[src/rtl/spi_cmd_fsm.sv]
// spi_cmd_fsm
// Command controller sitting between the SPI slave byte interface and the
// board-level state output. It parses 1- or 2-byte commands from the master,
// runs a 4-state application FSM and, after every command, loads a status
// byte into the SPI slave transmitter so the master reads the result on its
// next transfer.
//
// Ports
//   i_Clk        block clock, rising edge
//   i_Rst_L      asynchronous active-low reset
//   i_RX_DV      one-cycle strobe, i_RX_Byte valid
//   i_RX_Byte    received opcode or argument byte
//   o_TX_DV      one-cycle strobe, load o_TX_Byte into the slave
//   o_TX_Byte    status {err, ack, cmd_cnt[3:0], state[1:0]}
//   o_State      00 IDLE, 01 RUN, 10 HOLD, 11 FAULT
//   o_Cmd_Err    sticky error flag, cleared by CLEAR or reset
//   o_Cmd_Count  completed commands, wraps 255 -> 0
module spi_cmd_fsm #(
    parameter int TIMEOUT_CYCLES = 1000,
    parameter int TMR_W          = 16
) (
    input  logic       i_Clk,
    input  logic       i_Rst_L,
    input  logic       i_RX_DV,
    input  logic [7:0] i_RX_Byte,
    output logic       o_TX_DV,
    output logic [7:0] o_TX_Byte,
    output logic [1:0] o_State,
    output logic       o_Cmd_Err,
    output logic [7:0] o_Cmd_Count
);

    typedef enum logic [1:0] {WAIT_OP, WAIT_ARG, EXEC} pstate_e;

    localparam logic [1:0] ST_IDLE  = 2'd0;
    localparam logic [1:0] ST_RUN   = 2'd1;
    localparam logic [1:0] ST_HOLD  = 2'd2;
    localparam logic [1:0] ST_FAULT = 2'd3;

    localparam logic [7:0] OP_NOP   = 8'h00;
    localparam logic [7:0] OP_START = 8'h01;
    localparam logic [7:0] OP_HOLD  = 8'h02;
    localparam logic [7:0] OP_STOP  = 8'h03;
    localparam logic [7:0] OP_CLEAR = 8'h04;
    localparam logic [7:0] OP_SET   = 8'h05;

    localparam logic [TMR_W-1:0] TMR_LAST = TMR_W'(TIMEOUT_CYCLES - 1);

    pstate_e          ps_q, ps_d;
    logic [7:0]       op_q, op_d;
    logic [7:0]       arg_q, arg_d;
    logic [TMR_W-1:0] tmr_q, tmr_d;
    logic [1:0]       app_q, app_d;
    logic             err_q, err_d;
    logic [7:0]       cnt_q, cnt_d;
    logic [7:0]       txb_q, txb_d;
    logic             txdv_q, txdv_d;
    logic             boot_q;

    logic             ack;
    logic [1:0]       app_exec;
    logic [7:0]       cnt_inc;

    assign cnt_inc = cnt_q + 8'd1;

    // Command decode; only meaningful while the parser sits in EXEC.
    always_comb begin
        ack      = 1'b1;
        app_exec = app_q;
        case (op_q)
            OP_NOP:   ack = 1'b1;
            OP_START: if (app_q == ST_IDLE || app_q == ST_HOLD) app_exec = ST_RUN;
                      else ack = 1'b0;
            OP_HOLD:  if (app_q == ST_RUN) app_exec = ST_HOLD;
                      else ack = 1'b0;
            OP_STOP:  if (app_q != ST_FAULT) app_exec = ST_IDLE;
                      else ack = 1'b0;
            OP_CLEAR: app_exec = ST_IDLE;
            OP_SET:   if (arg_q[7:2] == 6'd0) app_exec = arg_q[1:0];
                      else ack = 1'b0;
            default: begin
                app_exec = ST_FAULT;
                ack      = 1'b0;
            end
        endcase
    end

    always_comb begin
        ps_d   = ps_q;
        op_d   = op_q;
        arg_d  = arg_q;
        tmr_d  = tmr_q;
        app_d  = app_q;
        err_d  = err_q;
        cnt_d  = cnt_q;
        txb_d  = txb_q;
        txdv_d = 1'b0;

        case (ps_q)
            WAIT_OP: begin
                if (i_RX_DV) begin
                    op_d  = i_RX_Byte;
                    tmr_d = '0;
                    ps_d  = (i_RX_Byte == OP_SET) ? WAIT_ARG : EXEC;
                end
            end
            WAIT_ARG: begin
                // An argument arriving in the expiry cycle still wins.
                if (i_RX_DV) begin
                    arg_d = i_RX_Byte;
                    ps_d  = EXEC;
                end else if (tmr_q == TMR_LAST) begin
                    ps_d   = WAIT_OP;
                    cnt_d  = cnt_inc;
                    err_d  = 1'b1;
                    txb_d  = {1'b1, 1'b0, cnt_inc[3:0], app_q};
                    txdv_d = 1'b1;
                end else begin
                    tmr_d = tmr_q + TMR_W'(1);
                end
            end
            EXEC: begin
                ps_d  = WAIT_OP;
                app_d = app_exec;
                cnt_d = cnt_inc;
                // A byte landing during EXEC is dropped but flagged as an error.
                err_d  = ((op_q == OP_CLEAR) ? 1'b0 : err_q) | ~ack | i_RX_DV;
                txb_d  = {err_d, ack, cnt_inc[3:0], app_exec};
                txdv_d = 1'b1;
            end
            default: ps_d = WAIT_OP;
        endcase

        // First edge out of reset preloads the slave with an IDLE/ack status,
        // so the master's very first read is meaningful.
        if (boot_q) begin
            txdv_d = 1'b1;
            txb_d  = 8'h40;
        end
    end

    always_ff @(posedge i_Clk or negedge i_Rst_L) begin
        if (!i_Rst_L) begin
            ps_q   <= WAIT_OP;
            op_q   <= '0;
            arg_q  <= '0;
            tmr_q  <= '0;
            app_q  <= ST_IDLE;
            err_q  <= 1'b0;
            cnt_q  <= '0;
            txb_q  <= '0;
            txdv_q <= 1'b0;
            boot_q <= 1'b1;
        end else begin
            ps_q   <= ps_d;
            op_q   <= op_d;
            arg_q  <= arg_d;
            tmr_q  <= tmr_d;
            app_q  <= app_d;
            err_q  <= err_d;
            cnt_q  <= cnt_d;
            txb_q  <= txb_d;
            txdv_q <= txdv_d;
            boot_q <= 1'b0;
        end
    end

    assign o_TX_DV     = txdv_q;
    assign o_TX_Byte   = txb_q;
    assign o_State     = app_q;
    assign o_Cmd_Err   = err_q;
    assign o_Cmd_Count = cnt_q;

endmodule

[config.mk]
export PLATFORM = sky130hd
export DESIGN_NAME = spi_cmd_fsm
export DESIGN_NICKNAME = d
export VERILOG_FILES = /design/src/rtl/spi_cmd_fsm.sv
export SDC_FILE = /design/constraint.sdc
export NUM_CORES = 1
export LEC_CHECK = 0
export BUFFER_PORTS_ARGS = -buffer_cell sky130_fd_sc_hd__buf_2
export CORE_MARGIN = 2
export CORE_UTILIZATION = 52
export DETAILED_ROUTE_END_ITERATION = 6
export PLACE_DENSITY = 0.86
export SYNTH_ARGS = -nofsm -noshare
export SYNTH_HDL_FRONTEND = slang
export SYNTH_SLANG_ARGS = --single-unit
[constraint.sdc]
create_clock -name i_Clk -period 1.7 [get_ports i_Clk]
set_input_delay 0.34 -clock i_Clk [delete_from_list [all_inputs] [get_ports i_Clk]]
set_output_delay 0.34 -clock i_Clk [all_outputs]
set_load 0.02 [all_outputs]
# After elaboration in Yosys (flattened, before gate mapping)
# Index checks and enable logic that the tools add are counted.
# classes
addsub	2
n_eq_ne	19
n_mux	34
bitwise	3
n_reduce_logical	15
# ops
operator	n
16-bit 2-to-1 mux	3
8-bit 2-to-1 mux	5
16-bit one-hot mux with 2 select lines	1
8-bit one-hot mux with 2 select lines	2
8-bit by 3-bit equality test with 1-bit output (second input constant)	3
16-bit by 1-bit adder with 16-bit output (second input constant)	1
16-bit by 10-bit equality test with 1-bit output (second input constant)	1
8-bit by 2-bit equality test with 1-bit output (second input constant)	2
2-bit 2-to-1 mux	8
2-bit one-hot mux with 6 select lines	1
1-bit 2-to-1 mux	10
2-bit != test (second input constant)	5
3-bit != test (second input constant)	3
8-bit by 1-bit adder with 8-bit output (second input constant)	1
8-bit by 1-bit equality test with 1-bit output (second input constant)	1
8-bit logical NOT	1
6-bit logical NOT	1
2-bit AND reduction	3
3-bit AND reduction	2
1-bit one-hot mux with 5 select lines	1
2-bit by 1-bit equality test with 1-bit output (second input constant)	2
2-bit equality test (second input constant)	2
2-bit logical NOT	2
1-bit one-hot mux with 2 select lines	2
8 further kinds	10
# word_totals
register_bits	55
inputBits	11
out_inout_bits	20
elab_cells	83

# Longest topological paths before layout
# Gate-level depths: netlist of the first run.
# depth
word_depth	9
ltp_mapped	8
mapped_depth_nobuf	7

# Worst setup path after synthesis of the first run
# Ideal clock, no wire load.
# synth_timing
path_type	register -> register
from	register ps_q[1]
to	register tmr_q[15]
setup_ns	0.131
arrival_time_ns	1.575
t_required_ns	1.569
slack_ns	-0.006
path_stages_with_launch	9
path_buffers	1
synth_period_minus_slack_ns	1.706
cell_sequence	dfrtp_1 inv_1 ha_1 buf_2 nor2b_1 nand4_1 nor4_1 xnor2_1 nor2_1
# synth_via
elab_chain_len	3
elab_cells_between_ends	8
classes_between	eq/ne: 4; mux: 1; reduce/logical: 3
# synth_rtl
element	line_no	text
start, declared	49	pstate_e ps_q, ps_d;
start signal, assigned	155	ps_q <= ps_d;
2-bit by 1-bit equality test with 1-bit output or 2-bit logical NOT (tied branches)	99	case (ps_q)
2-bit != test (no source line) or 2-bit nonzero test (tied branches)	n/a	
4-bit AND reduction (no source line)	n/a	
end signal, assigned	158	tmr_q <= tmr_d;
end, declared	52	logic [TMR_W-1:0] tmr_q, tmr_d;
# Several ways; a longest one is shown, not always the timed one.
# A chain may end at the register's enable or synchronous reset.

# Worst setup path after layout of the first run
# layout_timing
from	register arg_q[3]
to	register txb_q[0], in the netlist o_TX_Byte[0]
# layout_via
elab_chain_len	5
# layout_rtl
element	line_no	text
start, declared	51	logic [7:0] arg_q, arg_d;
start signal, assigned	157	arg_q <= arg_d;
6-bit logical NOT	79	OP_SET: if (arg_q[7:2] == 6'd0) app_exec = arg_q[1:0];
2-bit 2-to-1 mux	79	
2-bit one-hot mux with 6 select lines	70	case (op_q)
8-bit one-hot mux with 2 select lines	99	
8-bit 2-to-1 mux	136	if (boot_q) begin
end signal, assigned	162	txb_q <= txb_d;
end, declared	56	logic [7:0] txb_q, txb_d;
# Every way passes these cells.

==> out/metrics.csv, run 1 <==
metric,value,unit
Setup WS pre-CTS,-106,ps
initial antenna violation count,0,
Pwr Density,1390,nW/µm²
"Distinct cells, synth",51,
number of global-route vias before repair,1853,
starting DRC count in detailed routing,160,
Post-synth ARST share,1.00,
DRC,0,
post-route ant nets,0,
pin count of the biggest net entering global routing,56,
Final WS setup,-235,ps
Nets,329,
period utilisation layout,1.14,
DP HPWL,3860,µm
DP Area,3070,µm²
register share of total power,0.407,
Post-Route WL,6070,µm
fmax,517,MHz
DR WL/cell,15.8,µm
Die ar.,5740,µm²
Max-cap violations,0,
cell row count,26,
kind of critical path,reg2reg,
diode count,0,
total grt overflow,0,
synthesized area,2680,µm²
CP required,1880,ps
via count,2130,
syn avg cell area,10.7,µm²
clock-pin slew on the worst setup and hold paths,90,ps
port bufs,30,
Pint,2850,µW
critical path arrival,2120,ps
register area share after synthesis,0.514,
"Slew Viols, Final",0,
Initial Utilization,0.532,
Post-synth EDFFs,0,
crit end category,register,
CTS Sinks,55,
1st-pass router iterations,4,
worst-path cell chain,"or4_4, or3_1, o22ai_1, a31oi_1, a311oi_1",
Final Critical Period,1940,ps
Area Overhead vs Synth,25.8,%
Psw,1840,µW
H-tree levels,2,
Comb power frac,0.441,
setup TNS,-1510,ps
leakage,0.00153,µW
crit-path max cell delay,540,ps
Mapped Nets,267,
routed vias/inst,5.55,
status,finished with violations,
most used flip-flop cell after synthesis,dfrtp_1,
first-pass GRT wire length,8720,µm
die height,75.8,µm
CP startpoint kind,register,
Max VDD drop,862,µV
switching part of the total,0.392,
root buffer cell,clkbuf_8,
crit path buf inv count,0,
TritonCTS buffer count,5,
failing checks,negative setup slack,
unrepaired setup endpoints after global routing,true,
CP top delay family,simple AND/OR/NAND/NOR gates,
Hold Buf Count CTS,0,
"Clk Latency, worst-skew pair",310,ps
GP Congestion,0.856,
Horiz. Die Dim,75.8,µm
"Max FO, Critical Path",2,
layout cells sized above 1,0.389,
Final setup viols,16,
Seq cells post-synth,55,
Hold Path Class,in2async,
GRT Overall Usage,0.200,
core area,5040,µm²
Setup Skew,11.4,ps
cell count after synthesis,251,
fillcell total,377,
Worst path slowest cell,or4_4,
Synth Warn #,0,
final hold violations,0,
Post-Layout Inst Area,3370,µm²
Max Root-Sink Buffers,2,
clock power share,0.152,
CTS tree,done,
I/O pins,31,
## cells in the mapped netlist (2+ instances only)
cell       n  share of area
clkbuf_1   2         0.0028
and3_1     3         0.0070
nand2_1   21          0.029
nand4_1    7          0.016
nor3_1     6          0.011
buf_2      4         0.0075
or3_1      4         0.0093
xnor2_1   14          0.046
nor4_1     2         0.0047
nor2_1    28          0.039
nand2b_1   3         0.0070
nand3_1   10          0.019
inv_1      9          0.013
o22ai_1    2         0.0047
a21oi_1   13          0.024
xor2_1     6          0.020
dfrtp_1   54           0.50
mux2_2    16          0.067
ha_1       5          0.023
nand3b_1   2         0.0056
a211oi_1   4          0.011
o21ai_0    7          0.013
## worst reg2reg max path, cell delays in order, from the launching register on
cell and delay [ps]:
dfrtp_1 380, or4_4 540, or3_1 350, o22ai_1 130, a31oi_1 80, a311oi_1 330
## sequential cells by signal, summed over array words and instances (netlist names)
signal / flops
arg_q: 8
boot_q: 1
o_Cmd_Count: 8
o_Cmd_Err: 1
o_State: 2
o_TX_Byte: 8
o_TX_DV: 1
op_q: 8
ps_q: 2
tmr_q: 16
## path summary, 6_finish.rpt
| kind | from | end | slack [ps] | cells past startpoint |
|---|---|---|---|---|
| min in group i_Clk | i_RX_Byte[2] | op_q[2] | 300 | 2 |
| hold / removal | i_Rst_L | tmr_q[9] | 7 | 2 |
| setup / recovery | arg_q[3] | o_TX_Byte[0] | -240 | 5 |
| setup reg to reg | arg_q[3] | o_TX_Byte[0] | -240 | 5 |
| hold reg to reg | o_Cmd_Count[7] | o_Cmd_Count[7] | 480 | 1 |
| max in group asynchronous | i_Rst_L | boot_q | 1400 | 2 |
## placed cells by master (no fill, tap or decap), types with 6 or more instances in the layout
cell / synthesis / routed
xor2_1: 6 / 6
dfrtp_1: 54 / 54
mux2_2: 16 / 16
nor2_1: 28 / 26
nand3_1: 10 / 10
buf_2: 4 / 30
a21oi_1: 13 / 9
xnor2_1: 14 / 13
inv_1: 9 / 6
buf_4: 0 / 25
nand2_1: 21 / 16
buf_6: 1 / 7
nand4_1: 7 / 7
## layer usage
metal,global-route usage,part of all wire
met5,0,0
met4,0.0546,0.015
met3,0.0410,0.036
met2,0.328,0.54
met1,0.269,0.41
## power groups by stage
stage / Combinational [µW] / Sequential [µW] / Clock [µW]
global placement: 1620 / 1890 / 0
floorplan: 925 / 2050 / 0
finish: 2070 / 1910 / 711
global route: 2230 / 1950 / 784
CTS: 1720 / 1890 / 723
detailed placement: 1670 / 1910 / 0
## area by class of cell
cell class | instances | area, µm² | area share
Multi-Input combinational cell | 179 | 1350 | 0.400
Timing Repair Buffer | 63 | 437 | 0.130
Tap cell | 70 | 87.6 | 0.0260
Sequential cell | 55 | 1380 | 0.409
Clock inverter | 2 | 13.8 | 0.00408
Inverter | 9 | 33.8 | 0.0100
Clock buffer | 6 | 72.6 | 0.0215
## per-stage QoR
step           hold WS (ps)  total power [µW]   util  std cells
3_5_place_dp            356              3570  0.610        367
5_1_grt                29.8              4970  0.668        384
3_3_place_gp            355              3510  0.610        367
6_report               6.51              4690  0.668        384
2_1_floorplan          44.4              2980      -        251
4_1_cts                23.1              4330  0.634        377
## logic make-up after synthesis
kind of cell               Yosys count  synth area share
AOI/OAI and AO/OA                   39             0.102
xor gates and xnor gates            20            0.0654
and+or+nand+nor                     98             0.198
muxes                               16            0.0672
DFF                                 55             0.514
adders and majority gates            5            0.0233
other                                1           0.00140
buffers and inverters               17            0.0285
## timing repair
action,4_1_cts,5_1_grt
gates resized for setup,5,39
buffers inserted,2,7
setup endpoints to repair,7,31
pin swaps,5,12
No activity file was read; power rests on OpenSTA's default activity.
==> run 2, diff against run 1 <==
Settings changed: ABC_CLOCK_PERIOD_IN_PS set to 1700, SETUP_SLACK_MARGIN set to 0.05.
==> out/metrics.csv, run 2 (same netlist as run 1, synthesis figures left out) <==
metric,value,unit
Final WS setup,-196,ps
Max Root-Sink Buffers,2,
GRT Overall Usage,0.220,
Pwr Density,1300,nW/µm²
Post-Layout Cell Count,395,
Post-Route WL,6460,µm
Power Total,4690,µW
Horiz. Die Dim,75.8,µm
Layout Utilization,0.713,
core area,5040,µm²
CP required,1930,ps
CTS tree,done,
starting DRC count in detailed routing,120,
most frequent cells in the layout,"dfrtp_1, buf_4, buf_2, nor2_1, mux2_2",
final hold violations,0,
Final setup viols,8,
Final Critical Period,1900,ps
DP HPWL,4240,µm
"commonest non-fill, non-tap cell in the layout",dfrtp_1,
"Clk Latency, worst-skew pair",310,ps
fillcell total,346,
GP Congestion,0.913,
Setup Skew,9.92,ps
fmax,528,MHz
max_slew headroom,0.652,
period utilisation layout,1.12,
pin count of the biggest net entering global routing,26,
CP startpoint kind,register,
I/O pins,31,
port bufs,30,
CTS Sinks,55,
total grt overflow,0,
max reg flops,16,
Worst path slowest cell,or4_4,
crit path buf inv count,0,
CP top delay family,simple AND/OR/NAND/NOR gates,
Worst-Margin Slew,515,ps
register with the most flip-flops,tmr_q,
layout cells sized above 1,0.455,
post-route ant nets,0,
Placed Cells,377,
DRC,0,
clock-pin slew on the worst setup and hold paths,100,ps
DR WL/cell,16.3,µm
status,finished with violations,
Nets,340,
diode count,0,
critical path arrival,2120,ps
crit end category,register,
Die ar.,5740,µm²
number of global-route vias before repair,2074,
Max VDD drop,996,µV
cell row count,26,
H-tree levels,2,
Area Overhead vs Synth,34.2,%
"Max FO, Critical Path",2,
leakage,0.00166,µW
failing checks,negative setup slack,
Initial Utilization,0.532,
unrepaired setup endpoints after global routing,true,
1st-pass router iterations,4,
kind of critical path,reg2reg,
initial antenna violation count,0,
TritonCTS buffer count,5,
crit-path max cell delay,560,ps
Max-cap violations,0,
via count,2179,
die height,75.8,µm
root buffer cell,clkbuf_8,
routed vias/inst,5.52,
first-pass GRT wire length,9520,µm
worst-path cell chain,"or4_4, or3_4, o22ai_2, a31oi_2, a311oi_1",
Hold Path Class,in2reg,
"Slew Viols, Final",0,
run 2: changes by cell type in the layout (fill, tap and decap cells not counted), moves of 2 or more:
| cell | change |
|---|---|
| nor2_2 | +2 |
| nor3_1 | -3 |
| nand2_1 | -2 |
| buf_4 | +8 |
| nor2_1 | -3 |
| nor3_4 | +3 |
| nand3_1 | -2 |
| buf_6 | +2 |
run 2: layout make-up:
type | count | area, µm² | share of cell area
multi-input cells | 179 | 1480 | 0.411
flip-flops and latches | 55 | 1380 | 0.383
repair buffers | 74 | 529 | 0.147
well taps | 70 | 87.6 | 0.0244
clock buffers | 6 | 72.6 | 0.0202
inverters | 9 | 33.8 | 0.00939
clock inverters | 2 | 16.3 | 0.00452
run 2: path summary, 6_finish.rpt:
| path | startpoint | endpoint | slack, ps | cells after the start |
|---|---|---|---|---|
| max in group asynchronous | i_Rst_L | arg_q[6] | 660 | 3 |
| worst max register to register | arg_q[4] | o_TX_Byte[0] | -200 | 5 |
| min in group asynchronous | i_Rst_L | ps_q[0] | 480 | 2 |
| worst max-delay path | arg_q[4] | o_TX_Byte[0] | -200 | 5 |
| worst min register to register | o_Cmd_Count[7] | o_Cmd_Count[7] | 480 | 1 |
| worst min-delay path | i_RX_Byte[7] | arg_q[7] | 280 | 2 |
run 2: stage by stage:
| stage | area, µm² | TNS, ps | hold WS, ps | setup WS, ps |
|---|---|---|---|---|
| global placement | 3180 | -87.4 | 277 | -43.8 |
| finish | 3600 | -519 | 281 | -196 |
| detailed placement | 3180 | -314 | 288 | -83.1 |
| global route | 3600 | -1920 | 276 | -264 |
| CTS | 3360 | -190 | 278 | -93.6 |
| floorplan | 2730 | 0 | 44.4 | 8.15 |
run 2: worst reg2reg max path, stage by stage, from the launching register on:
cell and delay (ps):
dfrtp_1 390, or4_4 560, or3_4 370, o22ai_2 140, a31oi_2 80, a311oi_1 270
run 2: power by group:
group	switching [µW]	internal [µW]
logic	1120	927
registers	304	1610
clock network	437	297
run 2: routing by layer:
metal / share of wire / up-vias / GRT usage
li1: - / 1030 / -
met1: 0.43 / 1098 / 0.278
met2: 0.53 / 39 / 0.379
met3: 0.024 / 12 / 0.0410
met4: 0.013 / 0 / 0.0702
met5: 0 / - / 0
run 2: repair_timing:
action,CTS,global route
gates resized for setup,12,48
gates cloned,0,0
hold endpoints to repair,12,0
endpoints found under the setup margin,26,39
pin swaps,10,25
hold buffers,1,0
setup buffers,5,4
